<file path="src/rtl/pll_lock_supervisor.sv">
// rtl/pll_lock_supervisor.sv - PLL lock supervisor and downstream reset sequencer
// Optional retry counter port enabled by PLL_LOCK_SUPERVISOR_RETRY_CNT_EN.
module pll_lock_supervisor #(
  parameter int PLL_RST_CYCLES      = 16,
  parameter int LOCK_STABLE_CYCLES  = 1024,
  parameter int LOCK_TIMEOUT_CYCLES = 148500
) (
  input  logic       sys_clk,
  input  logic       sys_rst_n,
  input  logic       pll_lock,
  output logic       pll_rst,
  output logic       rst_out_n,
  output logic       locked,
`ifdef PLL_LOCK_SUPERVISOR_RETRY_CNT_EN
  output logic       lock_lost,
  output logic [7:0] retry_cnt
`else
  output logic       lock_lost
`endif
);

  localparam int MAX_AB  = (PLL_RST_CYCLES > LOCK_STABLE_CYCLES) ? PLL_RST_CYCLES : LOCK_STABLE_CYCLES;
  localparam int MAX_CYC = (MAX_AB > LOCK_TIMEOUT_CYCLES) ? MAX_AB : LOCK_TIMEOUT_CYCLES;
  localparam int CW      = $clog2(MAX_CYC);

  localparam logic [CW-1:0] RST_LAST     = CW'(PLL_RST_CYCLES - 1);
  localparam logic [CW-1:0] STABLE_LAST  = CW'(LOCK_STABLE_CYCLES - 1);
  localparam logic [CW-1:0] TIMEOUT_LAST = CW'(LOCK_TIMEOUT_CYCLES - 1);

  typedef enum logic [1:0] {
    RESET_PLL,
    WAIT_LOCK,
    STABLE,
    RUN
  } state_t;

  state_t        state, state_next;
  logic [CW-1:0] cnt;
  logic          lock_m, lock_s;
  logic          pll_rst_d, run_d, lost_d;

  always_ff @(posedge sys_clk or negedge sys_rst_n) begin
    if (!sys_rst_n) begin
      lock_m <= 1'b0;
      lock_s <= 1'b0;
    end else begin
      lock_m <= pll_lock;
      lock_s <= lock_m;
    end
  end

  always_comb begin
    state_next = state;
    case (state)
      RESET_PLL: if (cnt == RST_LAST) state_next = WAIT_LOCK;
      WAIT_LOCK: begin
        // Lock takes priority over a coincident timeout.
        if (lock_s)                     state_next = STABLE;
        else if (cnt == TIMEOUT_LAST)   state_next = RESET_PLL;
      end
      STABLE: begin
        if (!lock_s)                    state_next = WAIT_LOCK;
        else if (cnt == STABLE_LAST)    state_next = RUN;
      end
      RUN:     if (!lock_s) state_next = RESET_PLL;
      default: state_next = RESET_PLL;
    endcase
  end

  always_comb begin
    pll_rst_d = (state_next == RESET_PLL);
    run_d     = (state_next == RUN);
    lost_d    = (state == RUN) && (state_next == RESET_PLL);
  end

  always_ff @(posedge sys_clk or negedge sys_rst_n) begin
    if (!sys_rst_n) begin
      state     <= RESET_PLL;
      cnt       <= '0;
      pll_rst   <= 1'b1;
      rst_out_n <= 1'b0;
      locked    <= 1'b0;
      lock_lost <= 1'b0;
    end else begin
      state     <= state_next;
      cnt       <= (state_next != state) ? '0 : cnt + CW'(1);
      pll_rst   <= pll_rst_d;
      rst_out_n <= run_d;
      locked    <= run_d;
      lock_lost <= lost_d;
    end
  end

`ifdef PLL_LOCK_SUPERVISOR_RETRY_CNT_EN
  logic retry_inc;

  always_comb begin
    retry_inc = (state_next == RESET_PLL) && ((state == WAIT_LOCK) || (state == RUN));
  end

  always_ff @(posedge sys_clk or negedge sys_rst_n) begin
    if (!sys_rst_n) begin
      retry_cnt <= 8'd0;
    end else if (retry_inc && (retry_cnt != 8'hFF)) begin
      retry_cnt <= retry_cnt + 8'd1;
    end
  end
`endif

endmodule

</file>
<file path="config.mk">
export PLATFORM = sky130hd
export DESIGN_NAME = pll_lock_supervisor
export DESIGN_NICKNAME = d
export VERILOG_FILES = /design/src/rtl/pll_lock_supervisor.sv
export SDC_FILE = /design/constraint.sdc
export NUM_CORES = 1
export LEC_CHECK = 0
export ABC_CLOCK_PERIOD_IN_PS = 2600
export BUFFER_PORTS_ARGS = -buffer_cell sky130_fd_sc_hd__buf_2
export CAP_MARGIN = 20
export CORE_ASPECT_RATIO = 0.8
export CORE_MARGIN = 5
export CORE_UTILIZATION = 59
export DETAILED_ROUTE_END_ITERATION = 7
export HOLD_SLACK_MARGIN = 0.12
export PLACE_DENSITY = 0.88
export SYNTH_ARGS = -nofsm -noshare
export SYNTH_HDL_FRONTEND = slang
export SYNTH_SLANG_ARGS = --single-unit
</file>
<file path="constraint.sdc">
create_clock -name sys_clk -period 2.6 [get_ports sys_clk]
set_clock_uncertainty 0.1 [all_clocks]
set_input_delay 0.52 -clock sys_clk [delete_from_list [all_inputs] [get_ports sys_clk]]
set_output_delay 0.52 -clock sys_clk [all_outputs]
set_load 0.02 [all_outputs]
</file>
# --- Word-level counts from Yosys, hierarchy flattened ---
# Index checks and enable logic that the tools add are counted.
classes:
  n_addsub: 1
  n_mul: 0
  div_mod_pow: 0
  magnitude_cmp: 0
  eq_ne: 8
  shift: 0
  mux: 8
  bitwise_logic: 0
  reduce_logical: 3
ops:
  columns: ["op", "count"]
  rows:
  - ["adder 18 x 1 -> 18 bit, second input constant", 1]
  - ["== test 18 x 10 -> 1 bit, second input constant", 1]
  - ["== test 18 bit, second input constant", 1]
  - ["== test 18 x 4 -> 1 bit, second input constant", 1]
  - ["2-to-1 mux 18 bit", 1]
  - ["2-to-1 mux 2 bit", 6]
  - ["case mux 2 bit (4 select lines)", 1]
  - ["== test 2 bit, second input constant", 3]
  - ["zero test 2 bit", 2]
  - ["== test 2 x 1 -> 1 bit, second input constant", 1]
  - ["!= test 2 bit", 1]
  - ["logical AND 1 bit", 1]
word_totals:
  reg_bits: 25
  latch_bits: 0
  ram_bits: 0
  romBits: 0
  inputBits: 3
  out_inout_bits: 4
  word_cells: 27
  n_memories: 0

# --- Logic depth before layout (Yosys ltp) ---
# Gate-level depths: netlist (run 1).
depth:
  ltp_word: 6
  depth_mapped: 7
  ltp_nobuf: 6

# --- Worst setup path before layout (run 1) ---
# Ideal clock, no wire load.
synth_timing:
  kind: "flip-flop to flip-flop"
  startpoint: "register cnt[9]"
  endpoint: "register cnt[1]"
  setup_time_ns: 0.139
  arrival_time_ns: 1.738
  t_required_ns: 2.361
  slack_ns: 0.623
  stages_incl_launch_ff: 6
  path_buffers: 0
  synth_period_minus_slack_ns: 1.977
  cell_sequence: "dfrtp_1 or4_4 nor4_4 a31oi_1 a311oi_4 nor3b_1"
synth_via:
  elab_chain_len: 6
  elab_cells_between_ends: 11
  cone_classes: "4 x eq/ne; 7 x mux"
synth_rtl:
  columns: ["item", "line", "source"]
  rows:
  - ["start, declared", "38", "logic [CW-1:0] cnt;"]
  - ["start signal, assigned", "86", "cnt <= (state_next != state) ? '0 : cnt + CW'(1);"]
  - ["== test 18 x 10 -> 1 bit or == test 18 bit (tied branches)", "63, 59", null]
  - ["2-to-1 mux 2 bit (on tied branches)", "63, 59", null]
  - ["2-to-1 mux 2 bit (on tied branches)", "62, 58", null]
  - ["case mux 2 bit (4 select lines) (*)", "54", "case (state)"]
  - ["!= test 2 bit (*)", "86", null]
  - ["2-to-1 mux 18 bit (*)", "86", null]
# Every way passes the cells marked *; elsewhere a longest branch is shown, timed or not.

# --- Worst setup path after layout (run 1) ---
layout_timing:
  startpoint: "register cnt[0]"
  endpoint: "register cnt[5]"
layout_via:
  elab_chain_len: 6
  elab_cells_between_ends: 12
  cone_classes: "1 x add/sub; 4 x eq/ne; 7 x mux"
layout_rtl:
  columns: ["item", "line"]
  rows:
  - ["== test 18 x 10 -> 1 bit or == test 18 bit (tied branches)", "63, 59"]
  - ["2-to-1 mux 2 bit (on tied branches)", "63, 59"]
  - ["2-to-1 mux 2 bit (on tied branches)", "62, 58"]
  - ["case mux 2 bit (4 select lines)", "54"]
  - ["!= test 2 bit", "86"]
  - ["2-to-1 mux 18 bit (*)", "86"]
# Marks and branches as above.

==> impl_metrics.csv, run 1 <==
group,metric,value,unit
routing,route.vias.total,953,
routing,drtAntennaViolNets,0,
finish,nets_finish,134,
finish,proportion_of_layout_cells_with_a_drive_suffix_above_1,12.4,%
sta,final-max-slew-violation-count,0,
clock_network,cts.clk_slew.worst_paths,130,ps
sta,postLayoutSetupSlackWorst,264,ps
floorplan,floorplan.die_area,3220,um^2
grt,first_pass_grt_wire_length,4360,um
sta,timing.final.hold_violations,0,
sta,setup_total_negative_slack,0,ps
floorplan,dieHeight,51.7,um
placed_design,global_placement_routability_congestion,0.905,
synth,synth_top_area_share,46.7,%
grt,grt_use_met3,4.75,%
clock_network,clk_latency,320,ps
synth,synth_cell_type_count,34,
synth,synth.cells.most_frequent,"sky130_fd_sc_hd__dfrtp_1, sky130_fd_sc_hd__nor2_1, sky130_fd_sc_hd__xor2_1",
finish,fin_cells,154,
run,cap_viol_max_count,0,
synth,synth_top_cells_by_area,"sky130_fd_sc_hd__dfrtp_1, sky130_fd_sc_hd__xor2_1, sky130_fd_sc_hd__nor2_1",
routing,avgViaCountPerCell,6.19,
pwr,power_leakage,0.000592,uW
sta,period_minus_slack,2340,ps
synth,post_synth_inst_count,122,
synth,synth.largest_area_cell,"sky130_fd_sc_hd__dfrtp_1",
setup_path,timing.critical_path.to_type,"register",
synth,synth_compound_gate_area_share,5.94,%
clock_network,root_buffer_selected_by_cts,"sky130_fd_sc_hd__clkbuf_4",
grt,track_usage,17.2,%
floorplan,die_width,62.2,um
setup_path,required,2700,ps
placed_design,dpl-instance-area,1310,um^2
grt,grt.met1_usage,21.3,%
min_path,holdCritPathClass,"input port to register",
synth,ys_seq_elements,25,
setup_path,crit_type,"register to register",
routing,drt_drc,0,
synth,ys_warn_count,0,
clock_network,cts_tree,"done",
clock_network,post_cts_resized,0,
grt,gr-max-usage-layer,"met2",
clock_network,cts_post_setup_buffers_inserted,0,
routing,drt-pass1-iter-count,4,
synth,synth_area,1280,um^2
sta,rsz0062_at_grt,"false",
synth,syn_area_per_cell,10.5,um^2
synth,postSynth.asyncResetShare,100,%
pwr,power.ir.vdd_worst,439,uV
finish,diodes,0,
synth,synth-seq-area-share,48.8,%
sta,timing.max_slew.rel_slack,58.0,%
routing,routed_wl,2380,um
floorplan,design.core.area,2120,um^2
grt,grt_util_met2,27.4,%
synth,post_synth_mux_area_share,0.779,%
synth,total_nets_after_synthesis,126,
finish,final.fill_count,182,
clock_network,cts.htree.levels,1,
synth,synth.most_common_cell,"sky130_fd_sc_hd__dfrtp_1",
clock_network,tritoncts_num_sinks,25,
sta,finalSetupViolations,0,
placed_design,dpl.cell_count,149,
sta,worst_slew_pin_slew,625,ps
run_status,status,"completed",
setup_path,worst_setup_path_start_kind,"register",
placed_design,dp.final_hpwl,1720,um
placed_design,place_worst_setup_slack,318,ps
synth,adder_cell_fraction_of_synth_area,0.974,%
setup_path,cp_max_fo,8,
finish,final_area,1350,um^2
floorplan,floorplan.initialDensity,60.6,%
grt,via_count_of_the_first_global_routing_pass,990,
synth,combinational_family_with_the_most_area_after_synthesis,"simple AND/OR/NAND/NOR gates",
clock_network,cts_inserted_buffers,3,
grt,globalRoute.totalOverflow,0,
grt,antenna_found_initial,0,
finish,areaGrowthSynthToFinish,4.97,%
sta,final.period_utilization,89.8,%
synth,synth_simple_gate_area_share,29.1,%
pwr,pwr_density_cell,675,nW/um^2
setup_path,critPathArrivalTime,2440,ps
floorplan,row_count,15,
floorplan,num_io_pins,7,
grt,grt_start_max_net_pins,26,
synth,yosys_most_used_dff,"sky130_fd_sc_hd__dfrtp_1",
clock_network,cts_buffer_depth,2,
routing,initialDrtViolationCount,19,
sta,achievable-frequency,0.428,GHz
synth,synth_enable_flop_cells,0,
routing,post_drt_wl_per_cell,15.4,um
placed_design,io_buffers,6,
synth,post_synth_xor_area_fraction,10.9,%
==> power by group <==
part / switching (uW) / internal, uW
sequential: 66.7 / 441
clock: 117 / 60.2
combinational: 134 / 91.5
total: 317 / 593
==> stage by stage <==
stage	hold slack, ps	total power (uW)	utilization (%)
3_3_place_gp	233	725	61.9
4_1_cts	194	919	63.6
2_1_floorplan	124	705	-
3_5_place_dp	237	742	61.9
5_1_grt	169	973	63.6
6_report	198	910	63.6
==> timing repair <==
item	in CTS	in global routing
hold buffers	1	0
endpoints found under the hold margin	24	0
endpoints found under the setup margin	0	0
==> cells by family after synthesis <==
logic type                 Yosys count
and+or+nand+nor                     64
buffers and inverters                6
adders and majority gates            1
AOI/OAI and AO/OA                    9
muxes                                1
DFF                                 25
xor gates and xnor gates            16
==> worst paths after layout <==
| check | from | endpoint | slack [ps] | cells after the start |
|---|---|---|---|---|
| setup / recovery | cnt[0] | cnt[5] | 260 | 6 |
| hold / removal | pll_lock | lock_m | 200 | 1 |
| setup reg to reg | cnt[0] | cnt[5] | 260 | 6 |
| hold reg to reg | lock_m | lock_s | 270 | 0 |
| max in group asynchronous | sys_rst_n | pll_rst | 1430 | 2 |
| min in group asynchronous | sys_rst_n | cnt[0] | 600 | 2 |
==> worst max-delay path, cell delays in order (launching register included) <==
cell and delay, ps:
sky130_fd_sc_hd__dfrtp_1 420, sky130_fd_sc_hd__ha_1 260, sky130_fd_sc_hd__and4_1 270, sky130_fd_sc_hd__nor2b_1 240, sky130_fd_sc_hd__nand4_1 260, sky130_fd_sc_hd__a311oi_4 550
sky130_fd_sc_hd__nor3_1 120
==> flip-flops by register name (all words and copies together), names as in the netlist <==
signal	cells
locked	1
lock_m	1
state	2
lock_s	1
cnt	18
pll_rst	1
lock_lost	1
==> layout make-up <==
class / count / area (um^2) / area share [%]
Multi-Input combinational cell: 91 / 613 / 45.5
Tap cell: 25 / 31.3 / 2.32
Timing Repair Buffer: 8 / 47.5 / 3.53
Clock buffer: 4 / 26.3 / 1.95
Inverter: 1 / 3.75 / 0.278
Sequential cell: 25 / 627 / 46.5
==> per-layer routing <==
metal	up-vias	wire length, um
met5	-	0
met4	0	56
met3	9	145
met2	45	1110
met1	459	1060
li1	440	-
==> cells in the final DEF, fill, tap and decap left out, types with 2 or more instances in the layout <==
cell type / count
sky130_fd_sc_hd__buf_2: 6
sky130_fd_sc_hd__and4_1: 4
sky130_fd_sc_hd__nor2b_1: 3
sky130_fd_sc_hd__clkbuf_4: 3
sky130_fd_sc_hd__nor3_1: 9
sky130_fd_sc_hd__nand4_1: 5
sky130_fd_sc_hd__a21oi_1: 3
sky130_fd_sc_hd__dfrtp_1: 24
sky130_fd_sc_hd__xnor2_1: 6
sky130_fd_sc_hd__and3_1: 2
sky130_fd_sc_hd__nand3_1: 8
sky130_fd_sc_hd__nand2_1: 7
sky130_fd_sc_hd__nor4_4: 2
sky130_fd_sc_hd__nor2_1: 17
sky130_fd_sc_hd__xor2_1: 10
Note: power is estimated with default switching activity, not from simulation.
==> run 2: changes to the inputs <==
Settings changed: REMOVE_ABC_BUFFERS from default to 1.
==> impl_metrics.csv, run 2 (synthesized netlist as in run 1, its figures left out) <==
group,metric,value,unit
run_status,status,"completed",
routing,route.vias.total,924,
finish,largest_reg_flops,18,
grt,first_pass_grt_wire_length,4050,um
clock_network,cts_inserted_buffers,3,
grt,grt_start_max_net_pins,26,
routing,routed_wl,2360,um
sta,finalSetupViolations,0,
floorplan,num_io_pins,7,
setup_path,crit_type,"register to register",
placed_design,dp.final_hpwl,1690,um
finish,proportion_of_layout_cells_with_a_drive_suffix_above_1,13.2,%
clock_network,clk_latency,320,ps
pwr,power_switching,321,uW
sta,rsz0062_at_grt,"false",
floorplan,floorplan.die_area,3220,um^2
pwr,internal_pwr_total,592,uW
finish,layout.cells.most_common_list,"sky130_fd_sc_hd__dfrtp_1, sky130_fd_sc_hd__nor2_1, sky130_fd_sc_hd__xor2_1",
finish,mostFrequentLayoutCell,"sky130_fd_sc_hd__dfrtp_1",
grt,via_count_of_the_first_global_routing_pass,860,
clock_network,cts_buffer_depth,2,
pwr,power_leakage,0.000591,uW
setup_path,timing.critical_path.to_type,"register",
routing,drt-pass1-iter-count,5,
floorplan,floorplan.initialDensity,60.6,%
sta,timing.final.hold_violations,0,
clock_network,cts.clk_slew.worst_paths,140,ps
setup_path,critPathArrivalTime,2400,ps
pwr,power.ir.vdd_worst,520,uV
setup_path,crit_chain,"ha_1 > and4_1 > nor2b_1 > nand4_1 > a311oi_4 > nor3b_1",
setup_path,worst-path-buf-inv,0,
sta,postLayoutSetupSlackWorst,309,ps
sta,achievable-frequency,0.436,GHz
finish,layout.core_utilization,63.8,%
floorplan,die_width,62.2,um
grt,globalRoute.totalOverflow,0,
floorplan,design.core.area,2120,um^2
sta,setup_total_negative_slack,0,ps
pwr,power_frac_comb,24.6,%
setup_path,crit_path_max_incr_delay,540,ps
run,cap_viol_max_count,0,
pwr,seqPwrFrac,55.9,%
setup_path,critical_path_depth,6,
grt,antenna_found_initial,0,
finish,registers.top_by_ff_count,"cnt",
sta,final.hold.worst_slack,204,ps
pwr,part_of_the_power_in_the_clock_network,19.4,%
routing,drt_drc,0,
setup_path,crit_family,"simple AND/OR/NAND/NOR gates",
setup_path,required,2710,ps
routing,drtAntennaViolNets,0,
finish,nets_finish,134,
sta,final.period_utilization,88.1,%
pwr,pwr_density_cell,675,nW/um^2
routing,initialDrtViolationCount,54,
setup_path,cp_max_fo,8,
pwr,fraction_of_power_spent_switching_nets,35.2,%
finish,final.fill_count,167,
floorplan,row_count,15,
placed_design,io_buffers,6,
sta,period_minus_slack,2290,ps
min_path,timing.hold.worst_path_depth,1,
placed_design,place_worst_setup_slack,364,ps
setup_path,setup_slack_of_the_most_critical_reg_to_reg_path,310,ps
routing,avgViaCountPerCell,6.00,
placed_design,global_placement_routability_congestion,0.887,
finish,diodes,0,
grt,track_usage,15.8,%
sta,worst_slew_pin_slew,640,ps
sta,timing.max_slew.rel_slack,57.0,%
clock_network,cts.htree.levels,1,
floorplan,dieHeight,51.7,um
clock_network,root_buffer_selected_by_cts,"sky130_fd_sc_hd__clkbuf_4",
sta,final-max-slew-violation-count,0,
clock_network,cts_tree,"done",
routing,post_drt_wl_per_cell,15.3,um
setup_path,worst-r2r-cell-count,6,
clock_network,tritoncts_num_sinks,25,
setup_path,worst_setup_path_start_kind,"register",
finish,areaGrowthSynthToFinish,5.26,%
finish,reg.largest.list,"cnt x18, state x2",
setup_path,master_of_the_slowest_instance_on_the_critical_path,"sky130_fd_sc_hd__a311oi_4",
min_path,holdCritPathClass,"input port to register",
run 2: cell count changes in the layout (fill, tap and decap cells not counted):
cell,delta
sky130_fd_sc_hd__clkbuf_1,-1
sky130_fd_sc_hd__clkinvlp_4,+1
run 2: final timing paths:
check / to / startpoint
setup reg to reg: cnt[1] / cnt[0]
setup / recovery: cnt[1] / cnt[0]
min in group asynchronous: cnt[13] / sys_rst_n
hold reg to reg: lock_s / lock_m
hold / removal: lock_m / pll_lock
max in group asynchronous: pll_rst / sys_rst_n
run 2: worst register-to-register path, stage by stage (launching register included):
cell                       delay [ps]
sky130_fd_sc_hd__dfrtp_1          420
sky130_fd_sc_hd__ha_1             270
sky130_fd_sc_hd__and4_1           280
sky130_fd_sc_hd__nor2b_1          240
sky130_fd_sc_hd__nand4_1          230
sky130_fd_sc_hd__a311oi_4         540
sky130_fd_sc_hd__nor3b_1          110
run 2: metrics by stage:
stage               cell area, um^2  total power, uW  std cells
floorplan                      1240              659        117
global placement               1310              726        149
detailed placement             1310              742        149
CTS                            1350              920        154
global route                   1350              970        154
finish                         1350              913        154
run 2: area by class of cell:
type,instances,area (um^2),share of cell area (%)
sequential,25,627,46.3
clock buffer,3,22.5,1.67
inverter,1,3.75,0.278
timing repair buffer,8,47.5,3.52
multi-input combinational,91,613,45.3
clock inverter,1,7.51,0.555
tap,25,31.3,2.31
run 2: routing by layer:
layer,part of all wire (%),vias to the layer above,wire length [um],global-route usage [%]
li1,-,443,-,-
met1,46,452,1090,23.1
met2,47,23,1120,23.6
met3,4.8,6,114,4.10
met4,1.2,0,29,3.25
met5,0,-,0,0
run 2: power by group through the flow:
stage / sequential, uW / clock [uW] / combinational, uW
4_1_cts: 509 / 183 / 228
3_5_place_dp: 517 / 0 / 226
6_report: 511 / 177 / 225
3_3_place_gp: 511 / 0 / 216
2_1_floorplan: 521 / 0 / 138
5_1_grt: 519 / 193 / 258
run 2: timing repair:
item                      in CTS  in global routing
hold endpoints to repair      24                  0
buffers inserted               0                  0
resized for setup              0                  0
hold buffers                   1                  0
==> run 3: changes to the inputs <==
Settings changed: ABC_CLOCK_PERIOD_IN_PS 2600 to 2700, CORE_UTILIZATION 59 to 60, PLACE_DENSITY 0.88 to 0.89.
Clock period 2.6 ns to 2.7 ns, I/O delays scaled along.
==> impl_metrics.csv, run 3 (synthesized netlist as in run 1, its figures left out) <==
group,metric,value,unit
clock_network,cts_post_setup_buffers_inserted,0,
grt,grt.met1_usage,24.7,%
routing,drtAntennaViolNets,0,
finish,nets_finish,134,
clock_network,cts_buffer_depth,2,
sta,setup_total_negative_slack,0,ps
routing,route.vias.total,911,
finish,fin_cells,154,
routing,drt_drc,0,
min_path,start_point_of_the_worst_min_delay_path,"pll_lock",
sta,final-max-slew-violation-count,0,
setup_path,crit_chain,"ha_1 > and4_1 > nor2b_1 > nand4_1 > a311oi_4 > nor3_1",
setup_path,crit_path_max_incr_delay,520,ps
placed_design,dpl-instance-area,1310,um^2
routing,routed_wl,2310,um
finish,proportion_of_layout_cells_with_a_drive_suffix_above_1,13.2,%
setup_path,required,2790,ps
clock_network,cts_tree,"done",
sta,achievable-frequency,0.443,GHz
sta,period_minus_slack,2260,ps
sta,rsz0062_at_grt,"false",
finish,reg.largest.list,"cnt x18, state x2",
finish,mostFrequentLayoutCell,"sky130_fd_sc_hd__dfrtp_1",
grt,track_usage,17.2,%
routing,post_drt_wl_per_cell,15.0,um
clock_network,root_buffer_selected_by_cts,"sky130_fd_sc_hd__clkbuf_4",
sta,timing.final.hold_violations,0,
finish,largest_reg_flops,18,
finish,final_area,1350,um^2
clock_network,post_cts_resized,0,
finish,layout.core_utilization,64.2,%
pwr,pwr_density_cell,643,nW/um^2
routing,avgViaCountPerCell,5.92,
placed_design,dp.final_hpwl,1650,um
floorplan,floorplan.die_area,3170,um^2
finish,diodes,0,
setup_path,worst_setup_path_start_kind,"register",
routing,initialDrtViolationCount,39,
finish,layout.cells.most_common_list,"sky130_fd_sc_hd__dfrtp_1, sky130_fd_sc_hd__nor2_1, sky130_fd_sc_hd__xor2_1",
grt,grt_start_max_net_pins,26,
placed_design,dpl.cell_count,149,
grt,antenna_found_initial,0,
clock_network,cts.clk_slew.worst_paths,140,ps
grt,grt_util_met2,25.6,%
floorplan,num_io_pins,7,
setup_path,cp_max_fo,8,
clock_network,clk_latency,320,ps
sta,timing.max_slew.rel_slack,53.1,%
grt,first_pass_grt_wire_length,4020,um
clock_network,tritoncts_num_sinks,25,
pwr,power.ir.vdd_worst,545,uV
floorplan,row_count,15,
sta,postLayoutSetupSlackWorst,445,ps
setup_path,critPathLaunch,"cnt[0]",
run,cap_viol_max_count,0,
setup_path,master_of_the_slowest_instance_on_the_critical_path,"sky130_fd_sc_hd__a311oi_4",
setup_path,timing.critical_path.to_type,"register",
setup_path,critPathArrivalTime,2350,ps
setup_path,crit_type,"register to register",
setup_path,crit_family,"simple AND/OR/NAND/NOR gates",
sta,worst_slew_pin_slew,697,ps
setup_path,worst-path-buf-inv,0,
grt,globalRoute.totalOverflow,0,
finish,final.fill_count,173,
min_path,holdCritPathClass,"input port to register",
sta,final.period_utilization,83.5,%
pwr,power_leakage,0.000594,uW
placed_design,place_worst_setup_slack,486,ps
sta,finalSetupViolations,0,
floorplan,floorplan.initialDensity,61.1,%
floorplan,dieHeight,51.4,um
clock_network,cts.htree.levels,1,
grt,gr-max-usage-layer,"met2",
clock_network,cts_inserted_buffers,3,
clock_network,holdBufCountCts,1,
placed_design,global_placement_routability_congestion,0.856,
floorplan,design.core.area,2100,um^2
floorplan,die_width,61.7,um
run_status,status,"completed",
grt,via_count_of_the_first_global_routing_pass,862,
finish,areaGrowthSynthToFinish,5.06,%
setup_path,worstReg2RegStart,"cnt[0]",
finish,registers.top_by_ff_count,"cnt",
routing,drt-pass1-iter-count,7,
grt,grt_use_met3,6.31,%
placed_design,io_buffers,6,
[run 3: cell count changes in the layout (fill, tap and decap cells not counted), sizes merged]
cell,change
clkinv,+1
clkinvlp,-1
[run 3: final timing paths]
| path | end | slack [ps] | cells past startpoint |
|---|---|---|---|
| setup / recovery | cnt[9] | 440 | 6 |
| hold / removal | lock_m | 210 | 1 |
| setup reg to reg | cnt[9] | 440 | 6 |
| hold reg to reg | lock_s | 270 | 0 |
| max in group asynchronous | pll_rst | 1510 | 2 |
| min in group asynchronous | cnt[6] | 600 | 2 |
[run 3: per-layer routing]
metal  part of all wire (%)  routed length [um]  vias up
li1                       -                   -      444
met1                     47                1080      437
met2                     47                1080       24
met3                    5.1                 118        6
met4                    1.3                  29        0
met5                      0                   0        -
[run 3: power by group]
part	switching (uW)	internal (uW)	leakage [uW]
logic	126	88.3	0.000242
clock network	108	55.6	0.0000177
registers	65.3	425	0.000335
total	299	569	0.000594
[run 3: stage by stage]
step	hold slack (ps)	total power (uW)
after floorplan	144	634
after global placement	234	698
final	206	868
after detailed placement	236	708
after global routing	185	922
after CTS	200	873
[run 3: area by class of cell]
type | instances | area, um^2 | share of cell area (%)
Tap cell | 25 | 31.3 | 2.32
Timing Repair Buffer | 8 | 47.5 | 3.52
Clock buffer | 3 | 22.5 | 1.67
Multi-Input combinational cell | 91 | 613 | 45.4
Inverter | 1 | 3.75 | 0.278
Clock inverter | 1 | 5.00 | 0.371
Sequential cell | 25 | 627 | 46.4
[run 3: worst reg2reg max path: stages (launching register included)]
cell                       delay (ps)
sky130_fd_sc_hd__dfrtp_1          410
sky130_fd_sc_hd__ha_1             260
sky130_fd_sc_hd__and4_1           260
sky130_fd_sc_hd__nor2b_1          220
sky130_fd_sc_hd__nand4_1          240
sky130_fd_sc_hd__a311oi_4         520
sky130_fd_sc_hd__nor3_1           100
